[src/rtl/ro_pkg.sv]
// Shared types, word tags and field positions for the CDS row packer.
package ro_pkg;

    typedef enum logic [2:0] {
        IDLE,
        CAP_R,
        WAIT_S,
        CAP_S,
        SER
    } ro_state_e;

    localparam logic [1:0] TAG_HDR  = 2'b10;
    localparam logic [1:0] TAG_DATA = 2'b01;

    localparam int WORD_W   = 32;
    localparam int TAG_LSB  = 30;
    localparam int ROW_LSB  = 20;
    localparam int ROW_W    = 10;
    localparam int CH_LSB   = 28;
    localparam int CH_W     = 2;
    localparam int COL_LSB  = 20;
    localparam int COL_W    = 8;
    localparam int CDS_FLD_W = 20;
    localparam int NCOL_LSB = 0;

    typedef struct packed {
        logic              last;
        logic [WORD_W-1:0] word;
    } fifo_ent_t;

    function automatic logic [WORD_W-1:0] hdr_word(input logic [ROW_W-1:0] row,
                                                   input logic [COL_W-1:0] ncol);
        hdr_word = {TAG_HDR, row, 12'b0, ncol};
    endfunction

    // cds arrives zero-extended to the full low field so ADC_W stays a top-level choice
    function automatic logic [WORD_W-1:0] data_word(input logic [CH_W-1:0]      ch,
                                                    input logic [COL_W-1:0]     col,
                                                    input logic [CDS_FLD_W-1:0] cds);
        data_word = {TAG_DATA, ch, col, cds};
    endfunction

endpackage

[src/rtl/ro_sync_fifo.sv]
// Single-clock first-word-fall-through FIFO; rd_dat valid whenever !empty, 1-cycle write-to-visible.
// Writes while full are refused unless a read happens the same cycle.
module ro_sync_fifo #(
    parameter int WIDTH = 33,
    parameter int DEPTH = 64
) (
    input  logic             clk,
    input  logic             rst_n,
    input  logic             wr_en,
    input  logic [WIDTH-1:0] wr_dat,
    input  logic             rd_en,
    output logic [WIDTH-1:0] rd_dat,
    output logic             full,
    output logic             empty
);

    localparam int AW = (DEPTH > 1) ? $clog2(DEPTH) : 1;
    localparam logic [AW:0] FULL_CNT = (AW+1)'(DEPTH);

    logic [WIDTH-1:0] mem [DEPTH];
    logic [AW-1:0]    wr_ptr;
    logic [AW-1:0]    rd_ptr;
    logic [AW:0]      count;
    logic             do_rd;
    logic             do_wr;

    assign empty  = (count == '0);
    assign full   = (count == FULL_CNT);
    assign do_rd  = rd_en && !empty;
    assign do_wr  = wr_en && (!full || do_rd);
    // gate the read port so the output reads zero while empty and right after reset
    assign rd_dat = empty ? '0 : mem[rd_ptr];

    always_ff @(posedge clk or negedge rst_n) begin
        if (!rst_n) begin
            wr_ptr <= '0;
            rd_ptr <= '0;
            count  <= '0;
        end else begin
            if (do_wr) wr_ptr <= wr_ptr + AW'(1);
            if (do_rd) rd_ptr <= rd_ptr + AW'(1);
            count <= count + {{AW{1'b0}}, do_wr} - {{AW{1'b0}}, do_rd};
        end
    end

    always_ff @(posedge clk) begin
        if (do_wr) mem[wr_ptr] <= wr_dat;
    end

endmodule

[src/rtl/ro_cds_packer.sv]
// Captures R/S ADC phases of a row, emits header + clamped R-S words; adc_valid(CAP_S) -> out_data in 3 cycles.
// Output is valid/ready through an FWFT FIFO; a push into a full FIFO is dropped and flagged.
module ro_cds_packer
    import ro_pkg::*;
#(
    parameter int ADC_W      = 12,
    parameter int NUM_CH     = 3,
    parameter int NUM_COL    = 4,
    parameter int FIFO_DEPTH = 64
) (
    input  logic                    CLK,
    input  logic                    rst,
    input  logic                    READ_R,
    input  logic                    READ_S,
    input  logic [9:0]              ROWADD,
    input  logic                    adc_valid,
    input  logic [NUM_CH*ADC_W-1:0] adc_data,
    input  logic                    clr_err,
    output logic                    out_valid,
    input  logic                    out_ready,
    output logic [31:0]             out_data,
    output logic                    out_last,
    output logic                    busy,
    output logic                    overflow,
    output logic                    seq_err
);

    localparam int COL_IW = (NUM_COL > 1) ? $clog2(NUM_COL) : 1;
    localparam int CH_IW  = (NUM_CH > 1) ? $clog2(NUM_CH) : 1;
    localparam logic [COL_W-1:0] LAST_COL = COL_W'(NUM_COL - 1);
    localparam logic [CH_W-1:0]  LAST_CH  = CH_W'(NUM_CH - 1);

    ro_state_e          state;
    ro_state_e          state_nxt;
    logic               read_r_q;
    logic               read_s_q;
    logic               r_rise;
    logic               s_rise;
    logic [ROW_W-1:0]   row_q;
    logic [COL_W-1:0]   col;
    logic [CH_W-1:0]    ch;
    logic [COL_IW-1:0]  col_idx;
    logic [CH_IW-1:0]   ch_idx;

    logic [ADC_W-1:0]   rbuf [NUM_COL][NUM_CH];
    logic [ADC_W-1:0]   sbuf [NUM_CH];
    logic [ADC_W-1:0]   r_sel;
    logic [ADC_W-1:0]   s_sel;
    logic [ADC_W-1:0]   cds;

    logic               start_row;
    logic               cap_r_beat;
    logic               hdr_push;
    logic               cap_s_beat;
    logic               ser_beat;
    logic               seq_set;
    logic               adc_ovf;

    logic               push_vld;
    fifo_ent_t          push_dat;
    logic               push_vld_q;
    fifo_ent_t          push_q;
    fifo_ent_t          rd_ent;
    logic               fifo_full;
    logic               fifo_empty;
    logic               pop;
    logic               drop;

    assign r_rise  = READ_R && !read_r_q;
    assign s_rise  = READ_S && !read_s_q;
    assign col_idx = col[COL_IW-1:0];
    assign ch_idx  = ch[CH_IW-1:0];
    assign busy    = (state != IDLE);

    always_ff @(posedge CLK or negedge rst) begin
        if (!rst) begin
            read_r_q <= 1'b0;
            read_s_q <= 1'b0;
            state    <= IDLE;
        end else begin
            read_r_q <= READ_R;
            read_s_q <= READ_S;
            state    <= state_nxt;
        end
    end

    always_comb begin
        state_nxt  = state;
        start_row  = 1'b0;
        cap_r_beat = 1'b0;
        hdr_push   = 1'b0;
        cap_s_beat = 1'b0;
        ser_beat   = 1'b0;
        seq_set    = 1'b0;
        adc_ovf    = 1'b0;
        case (state)
            IDLE: begin
                if (s_rise) begin
                    seq_set = 1'b1;
                end else if (r_rise) begin
                    start_row = 1'b1;
                    state_nxt = CAP_R;
                end
            end
            CAP_R: begin
                // an early S phase abandons the row before anything reaches the FIFO
                if (s_rise) begin
                    seq_set   = 1'b1;
                    state_nxt = IDLE;
                end else if (adc_valid) begin
                    cap_r_beat = 1'b1;
                    if (col == LAST_COL) state_nxt = WAIT_S;
                end
            end
            WAIT_S: begin
                if (r_rise) seq_set = 1'b1;
                if (s_rise) begin
                    hdr_push  = 1'b1;
                    state_nxt = CAP_S;
                end
            end
            CAP_S: begin
                if (r_rise) seq_set = 1'b1;
                if (adc_valid) begin
                    cap_s_beat = 1'b1;
                    state_nxt  = SER;
                end
            end
            SER: begin
                if (r_rise) seq_set = 1'b1;
                if (adc_valid) adc_ovf = 1'b1;
                ser_beat = 1'b1;
                if (ch == LAST_CH) state_nxt = (col == LAST_COL) ? IDLE : CAP_S;
            end
            default: state_nxt = IDLE;
        endcase
    end

    always_ff @(posedge CLK or negedge rst) begin
        if (!rst) begin
            row_q <= '0;
            col   <= '0;
            ch    <= '0;
        end else begin
            if (start_row) row_q <= ROWADD;
            if (start_row || hdr_push) begin
                col <= '0;
            end else if (cap_r_beat || (ser_beat && ch == LAST_CH)) begin
                col <= col + COL_W'(1);
            end
            if (cap_s_beat) begin
                ch <= '0;
            end else if (ser_beat) begin
                ch <= ch + CH_W'(1);
            end
        end
    end

    always_ff @(posedge CLK or negedge rst) begin
        if (!rst) begin
            for (int c = 0; c < NUM_COL; c++) begin
                for (int k = 0; k < NUM_CH; k++) rbuf[c][k] <= '0;
            end
            for (int k = 0; k < NUM_CH; k++) sbuf[k] <= '0;
        end else begin
            if (cap_r_beat) begin
                for (int k = 0; k < NUM_CH; k++) rbuf[col_idx][k] <= adc_data[k*ADC_W +: ADC_W];
            end
            if (cap_s_beat) begin
                for (int k = 0; k < NUM_CH; k++) sbuf[k] <= adc_data[k*ADC_W +: ADC_W];
            end
        end
    end

    always_comb begin
        r_sel = rbuf[col_idx][ch_idx];
        s_sel = sbuf[ch_idx];
        cds   = (r_sel >= s_sel) ? (r_sel - s_sel) : '0;
    end

    always_comb begin
        push_vld = hdr_push || ser_beat;
        push_dat = '0;
        if (hdr_push) begin
            push_dat.word = hdr_word(row_q, COL_W'(NUM_COL));
        end else begin
            push_dat.word = data_word(ch, col, CDS_FLD_W'(cds));
            push_dat.last = (col == LAST_COL) && (ch == LAST_CH);
        end
    end

    // one register stage between the sequencer and the FIFO keeps cds math off the write path
    always_ff @(posedge CLK or negedge rst) begin
        if (!rst) begin
            push_vld_q <= 1'b0;
            push_q     <= '0;
        end else begin
            push_vld_q <= push_vld;
            push_q     <= push_dat;
        end
    end

    ro_sync_fifo #(
        .WIDTH ($bits(fifo_ent_t)),
        .DEPTH (FIFO_DEPTH)
    ) u_fifo (
        .clk    (CLK),
        .rst_n  (rst),
        .wr_en  (push_vld_q),
        .wr_dat (push_q),
        .rd_en  (pop),
        .rd_dat (rd_ent),
        .full   (fifo_full),
        .empty  (fifo_empty)
    );

    assign out_valid = !fifo_empty;
    assign pop       = out_valid && out_ready;
    assign out_data  = rd_ent.word;
    assign out_last  = rd_ent.last;
    assign drop      = push_vld_q && fifo_full && !pop;

    always_ff @(posedge CLK or negedge rst) begin
        if (!rst) begin
            overflow <= 1'b0;
            seq_err  <= 1'b0;
        end else begin
            if (drop || adc_ovf) overflow <= 1'b1;
            else if (clr_err)    overflow <= 1'b0;
            if (seq_set)         seq_err <= 1'b1;
            else if (clr_err)    seq_err <= 1'b0;
        end
    end

endmodule

[config.mk]
export PLATFORM = sky130hd
export DESIGN_NAME = ro_cds_packer
export DESIGN_NICKNAME = d
export VERILOG_FILES = /design/src/rtl/ro_pkg.sv /design/src/rtl/ro_sync_fifo.sv /design/src/rtl/ro_cds_packer.sv
export SDC_FILE = /design/constraint.sdc
export NUM_CORES = 2
export LEC_CHECK = 0
export BUFFER_PORTS_ARGS = -buffer_cell sky130_fd_sc_hd__buf_2
export CAP_MARGIN = 20
export CORE_MARGIN = 1
export CORE_UTILIZATION = 61
export CTS_CLUSTER_DIAMETER = 50
export DETAILED_ROUTE_END_ITERATION = 12
export MAX_ROUTING_LAYER = met4
export PLACE_DENSITY_LB_ADDON = 0.15
export SYNTH_ARGS = -nofsm -noshare
export SYNTH_HDL_FRONTEND = slang
export SYNTH_SLANG_ARGS = --single-unit
export TNS_END_PERCENT = 10
[constraint.sdc]
create_clock -name CLK -period 5.7 [get_ports CLK]
set_input_delay 0.285 -clock CLK [delete_from_list [all_inputs] [get_ports CLK]]
set_output_delay 0.285 -clock CLK [all_outputs]
set_load 0.03 [all_outputs]
**Word-level counts from Yosys, hierarchy flattened**

Memories as Yosys holds them, arrays and structs flattened.
Index checks and enable logic that the tools add are counted.

- Register bits after elaboration: 260
- Memory bits (writable): 2112
- Memories: 1
- Output and inout port bits: 37
- Word-level logic and storage cells: 140

- Bitwise gates (word level): 2
- Multiplexer cells: 53
- Add/sub/neg operators: 7
- Equal/unequal tests: 14
- Reduce and logical (&&, ||, !) cells: 30
- Order comparisons: 4

Memories:

| name | depth | width | rd ports | clocked after memory_dff | write ports | line | text |
|---|---|---|---|---|---|---|---|
| u_fifo.mem | 64 | 33 | 1 | 0 | 1 | ro_sync_fifo.sv:20 | `logic [WIDTH-1:0] mem [DEPTH];` |

Operators by type and width:

| cell | count |
|---|---|
| $bwmux W144 | 3 |
| $demux W36 S2 | 3 |
| $mux W36 | 3 |
| $bmux W36 S2 | 1 |
| $mux W12 | 6 |
| $bmux W12 S2 | 2 |
| $mux W33 | 1 |
| $mux W32 | 1 |
| $mux W24 | 1 |
| $mux W3 | 8 |
| $mux W1 | 17 |
| $mux W8 | 2 |
| $pmux W3 S5 | 1 |
| $add A6 B1 Y6 const B | 2 |
| $ge A12 B12 Y1 | 1 |
| $sub A12 B12 Y12 | 1 |
| $logic_and A1 B1 Y1 | 10 |
| $ne A2 B2 Y1 const B | 5 |
| $add A8 B1 Y8 const B | 1 |
| $eq A8 B2 Y1 const B | 1 |
| $reduce_bool A2 Y1 | 4 |
| $add A7 B1 Y7 | 1 |
| $eq A7 B7 Y1 const B | 1 |
| $logic_not A7 Y1 | 1 |
| other kinds (19) | 33 |

**Longest topological paths before layout**

- Depth after elaboration: 10
- Gate-level depth with buffers: 16
- Gate-level depth less buffers: 15

**Modules after synthesis**

Synthesis repeated with hierarchy kept, for this count alone.

- Cell total of the unflattened synthesis: 4482
- Area total of the unflattened synthesis: 93096.8 um2

Modules (own cells, without submodules):

| module | sequential area each (um2) | cells an instance | times used | area an instance (um2) |
|---|---|---|---|---|
| ro_sync_fifo | 63896.3 | 3679 | 1 | 81632.0 |
| ro_cds_packer | 5830.6 | 803 | 1 | 11464.7 |

**Worst setup path before layout**

No wires, ideal clock.

- Kind: register -> register
- From: register col[0]
- To: register push_q[10] (netlist name)
- Path slack: 2.021 ns
- Path buffers: 3
- Stages on the path, launching flop included: 15
- Arrival time: 3.547 ns
- Required time: 5.568 ns
- Library setup time: 0.132 ns
- Cell sequence: dfrtp_1 buf_2 buf_2 mux4_2 a21oi_1 ha_1 inv_1 fa_1 a21o_1 a21oi_1 o211ai_1 a21oi_1 a21o_1 clkbuf_1 nor2_1

RTL lines:

| item | line | text |
|---|---|---|
| from (decl) | ro_cds_packer.sv:40 | `logic [COL_W-1:0] col;` |
| from (signal assigned) | ro_cds_packer.sv:149 | `col <= col + COL_W'(1);` |
| to (signal assigned) | ro_cds_packer.sv:199 | `push_q <= push_dat;` |
| to (decl) | ro_cds_packer.sv:62 | `fifo_ent_t push_q;` |

**Worst setup path in the final report**

- From: register u_fifo.rd_ptr[3]
- To: output port out_data[25]

- Longest elaborated chain between the ends: 2

Ends and longest elaborated chain:

| item | line | text |
|---|---|---|
| from (decl) | ro_sync_fifo.sv:22 | `logic [AW-1:0] rd_ptr;` |
| from (signal assigned) | ro_sync_fifo.sv:41 | `if (do_rd) rd_ptr <= rd_ptr + AW'(1);` |
| $mem_v2 Z64 W33 | - |  |
| $mux W33 | ro_sync_fifo.sv:32 | `assign rd_dat = empty ? '0 : mem[rd_ptr];` |
| to (decl) | ro_cds_packer.sv:21 | `output logic [31:0] out_data,` |

Every way passes these cells.

==> results.txt <==
wire per inst -> 32.3 um
drt total wl -> 180000 um
Root Buffer -> clkbuf_16
asr flop ratio synth -> 13.6%
CP peak stage delay -> 0.74 ns
peak supply drop -> 432 uV
Yosys reg bits -> 1852
Post-CTS Repair Setup Buffers -> 0
Clock power frac -> 27.1%
DP HPWL -> 103000 um
Setup Skew -> 0.0288 ns
worst path arrival time -> 4.85 ns
die area -> 0.120 mm^2
Final Non-Filler Cells -> 5571
Critical Path Source Type -> flip-flop
Synth area leaders -> edfxtp_1, mux4_2, dfrtp_1, mux2i_1, mux2_2
syn avg cell area -> 20.0 um^2
dominant synthesized flop cell -> edfxtp_1
CTS tree -> yes
gp weighted congestion -> 0.892
Max Fclk -> 195 MHz
Worst slew margin -> 23.4%
first-pass GRT wire length -> 261000 um
initial DRC count -> 4393
Yosys cell types -> 57
worst path cell trace -> nor2b_4 > nand2_2 > o221ai_1 > a211oi_1 > buf_4 > a21oi_1 > a22o_1 > buf_2
height of the die -> 347 um
proportion of layout cells with a drive suffix above 1 -> 28.3%
Leakage -> 28.3 nW
Synth area leader -> edfxtp_1
most frequent cells in the layout -> edfxtp_1, mux4_2, mux2i_1, dfrtp_1, mux2_2
area delta synth->final -> 12.9%
number of global-route vias before repair -> 38500
Final Critical Period -> 5.14 ns
CTS sink count -> 1852
worst r2r src -> col[0]$_DFFE_PN0P_
initial antenna violation count -> 1
I/O Pins -> 90
post-synth top area share -> 66.3%
Vias/cell -> 6.77
Worst Path Buf+Inv -> 2
crit path max fanout -> 28
H-tree levels -> 4
Synth Warn # -> 0
Power Density -> 522 mW/mm^2
Logic pwr share -> 32.7%
clock latency on the worst-skew pair -> 0.79 ns
Layout Utilization -> 69.4%
Hold WC Path Type -> input port to flip-flop
cell area after synthesis -> 0.0725 mm^2
max_cap viols -> 0
core area -> 0.118 mm^2
clk buf depth -> 3
Worst R2R Path Depth -> 13
r2r setup slk -> 1.58 ns
status -> completed
Worst Hold End -> col[0]$_DFFE_PN0P_
Nets -> 3968
first-pass iteration count of the detailed router -> 6
Starting Density -> 61.5%
Clk pin slew, worst setup/hold paths -> 0.06 ns
number of flops mapped to enable cells by yosys -> 1600
Setup TNS Final -> 0 ns
worst-margin pin slew -> 1.15 ns
row count -> 126
PortBufs -> 81
Hold WS -> 0.102 ns
drt drc -> 0
Worst EP required -> 5.41 ns
most common cell after layout, fill and taps aside -> edfxtp_1
Die W -> 347 um
Sequential Power Share -> 40.2%
Final Hold Violating Endpoints -> 0
sequential fraction of the synthesis area -> 75.0%
Internal -> 28.5 mW
critical path's top delay family -> compound AO/OA/AOI/OAI gates
Post-Place Cells -> 5180
Hold Path Stages -> 3
part of the cycle the worst path needs -> 90.1%
Syn Inst Count -> 3617
worst r2r dst -> push_q[7]$_DFF_PN0_
overall routing resource usage -> 31.1%
worst setup path class -> flip-flop to output port
hold path startpoint -> adc_valid
via count -> 37700
largest net degree at the start of global routing -> 143
Final ANT Viol Nets -> 0
Psw -> 14.2 mW
CP max stage cell -> nand2_2
dpl ws -> 1.37 ns
setup ws final -> 0.562 ns
Setup Viol. Count Final -> 0
CP Capture Type -> output port
CTS Buf Count -> 181
grt ovf -> 0
RSZ-0062 raised after global routing -> false
switching share of power -> 33.2%
max-slew violation count -> 0
## registers in the layout, indices dropped and copies added, names as in the netlist
signal	count
seq_err	1
rbuf	144
read_s_q	1
u_fifo.rd_ptr	6
row_q	10
u_fifo.mem	1600
push_q	25
col	8
u_fifo.wr_ptr	6
read_r_q	1
state	3
overflow	1
sbuf	36
u_fifo.count	7
ch	2
push_vld_q	1
## cell usage after synthesis (53+ instances only)
library cell,instances
a21oi_1,111
a22o_1,70
a22oi_1,55
buf_2,68
clkbuf_1,105
dfrtp_1,252
edfxtp_1,1600
mux2_2,192
mux2i_1,224
mux4_2,336
nand2_1,70
nor2_1,106
o221ai_1,53
## worst max-delay path by stage
stage	startpoint	endpoint	slack, ns	cells after the start
floorplan	col[0]$_DFFE_PN0P_	push_q[10]$_DFF_PN0_	2.02	14
global placement	u_fifo.rd_ptr[0]$_DFFE_PN0P_	out_data[8]	1.45	9
detailed placement	u_fifo.rd_ptr[0]$_DFFE_PN0P_	out_data[8]	1.37	9
CTS	u_fifo.rd_ptr[0]$_DFFE_PN0P_	out_data[8]	0.53	9
global route	u_fifo.rd_ptr[0]$_DFFE_PN0P_	out_data[3]	0.43	7
finish	u_fifo.rd_ptr[3]$_DFFE_PN0P_	out_data[25]	0.56	8
## repair_timing
item / CTS / global route
hold endpoints to repair: 334 / 0
hold buffers: 51 / 0
gates resized for setup: 0 / 0
## through the flow
stage | power (mW) | instance area, um^2
finish | 42.7 | 81800
global placement | 30.9 | 75400
CTS | 42.8 | 81700
global route | 44.1 | 81800
floorplan | 26.3 | 72500
detailed placement | 31.3 | 75400
## cell type report
type	instances	area, um^2
Sequential cell	1852	54400
Tap cell	1536	1920
Inverter	23	86.3
Clock buffer	243	4940
Fill cell	7208	36100
Multi-Input combinational cell	1526	17300
Timing Repair Buffer	301	2400
Clock inverter	89	812
Antenna cell	1	2.50
## metal layers
metal / part of all wire, % / wire length, um / track usage, % / vias up
met5: 0 / 0 / - / -
met4: 2.8 / 5040 / 9.23 / 0
met3: 9.0 / 16100 / 5.36 / 311
met2: 49 / 88600 / 49.0 / 2094
met1: 39 / 70000 / 42.4 / 19900
li1: - / - / - / 15400
## kinds of logic after synthesis
kind of cell / Yosys count / share of synthesized area [%]
muxes: 752 / 16.5
other: 1 / 0.00517
buffers and inverters: 246 / 1.60
AOI/OAI and AO/OA: 466 / 4.51
and+or+nand+nor: 242 / 1.50
adders and majority gates: 30 / 0.539
DFF: 1852 / 75.0
xor gates and xnor gates: 28 / 0.338
## power by group through the flow
stage | Combinational, mW | Sequential, mW | Clock (mW)
floorplan | 9.14 | 17.2 | 0
global placement | 13.4 | 17.5 | 0
detailed placement | 13.7 | 17.6 | 0
CTS | 13.8 | 17.3 | 11.7
global route | 14.7 | 17.3 | 12.2
finish | 14.0 | 17.2 | 11.6
## worst min-delay path: stages
cell and delay (ns):
buf_2 0.12, a41oi_1 0.26, mux2i_1 0.15
No activity file was read; power rests on OpenSTA's default activity.
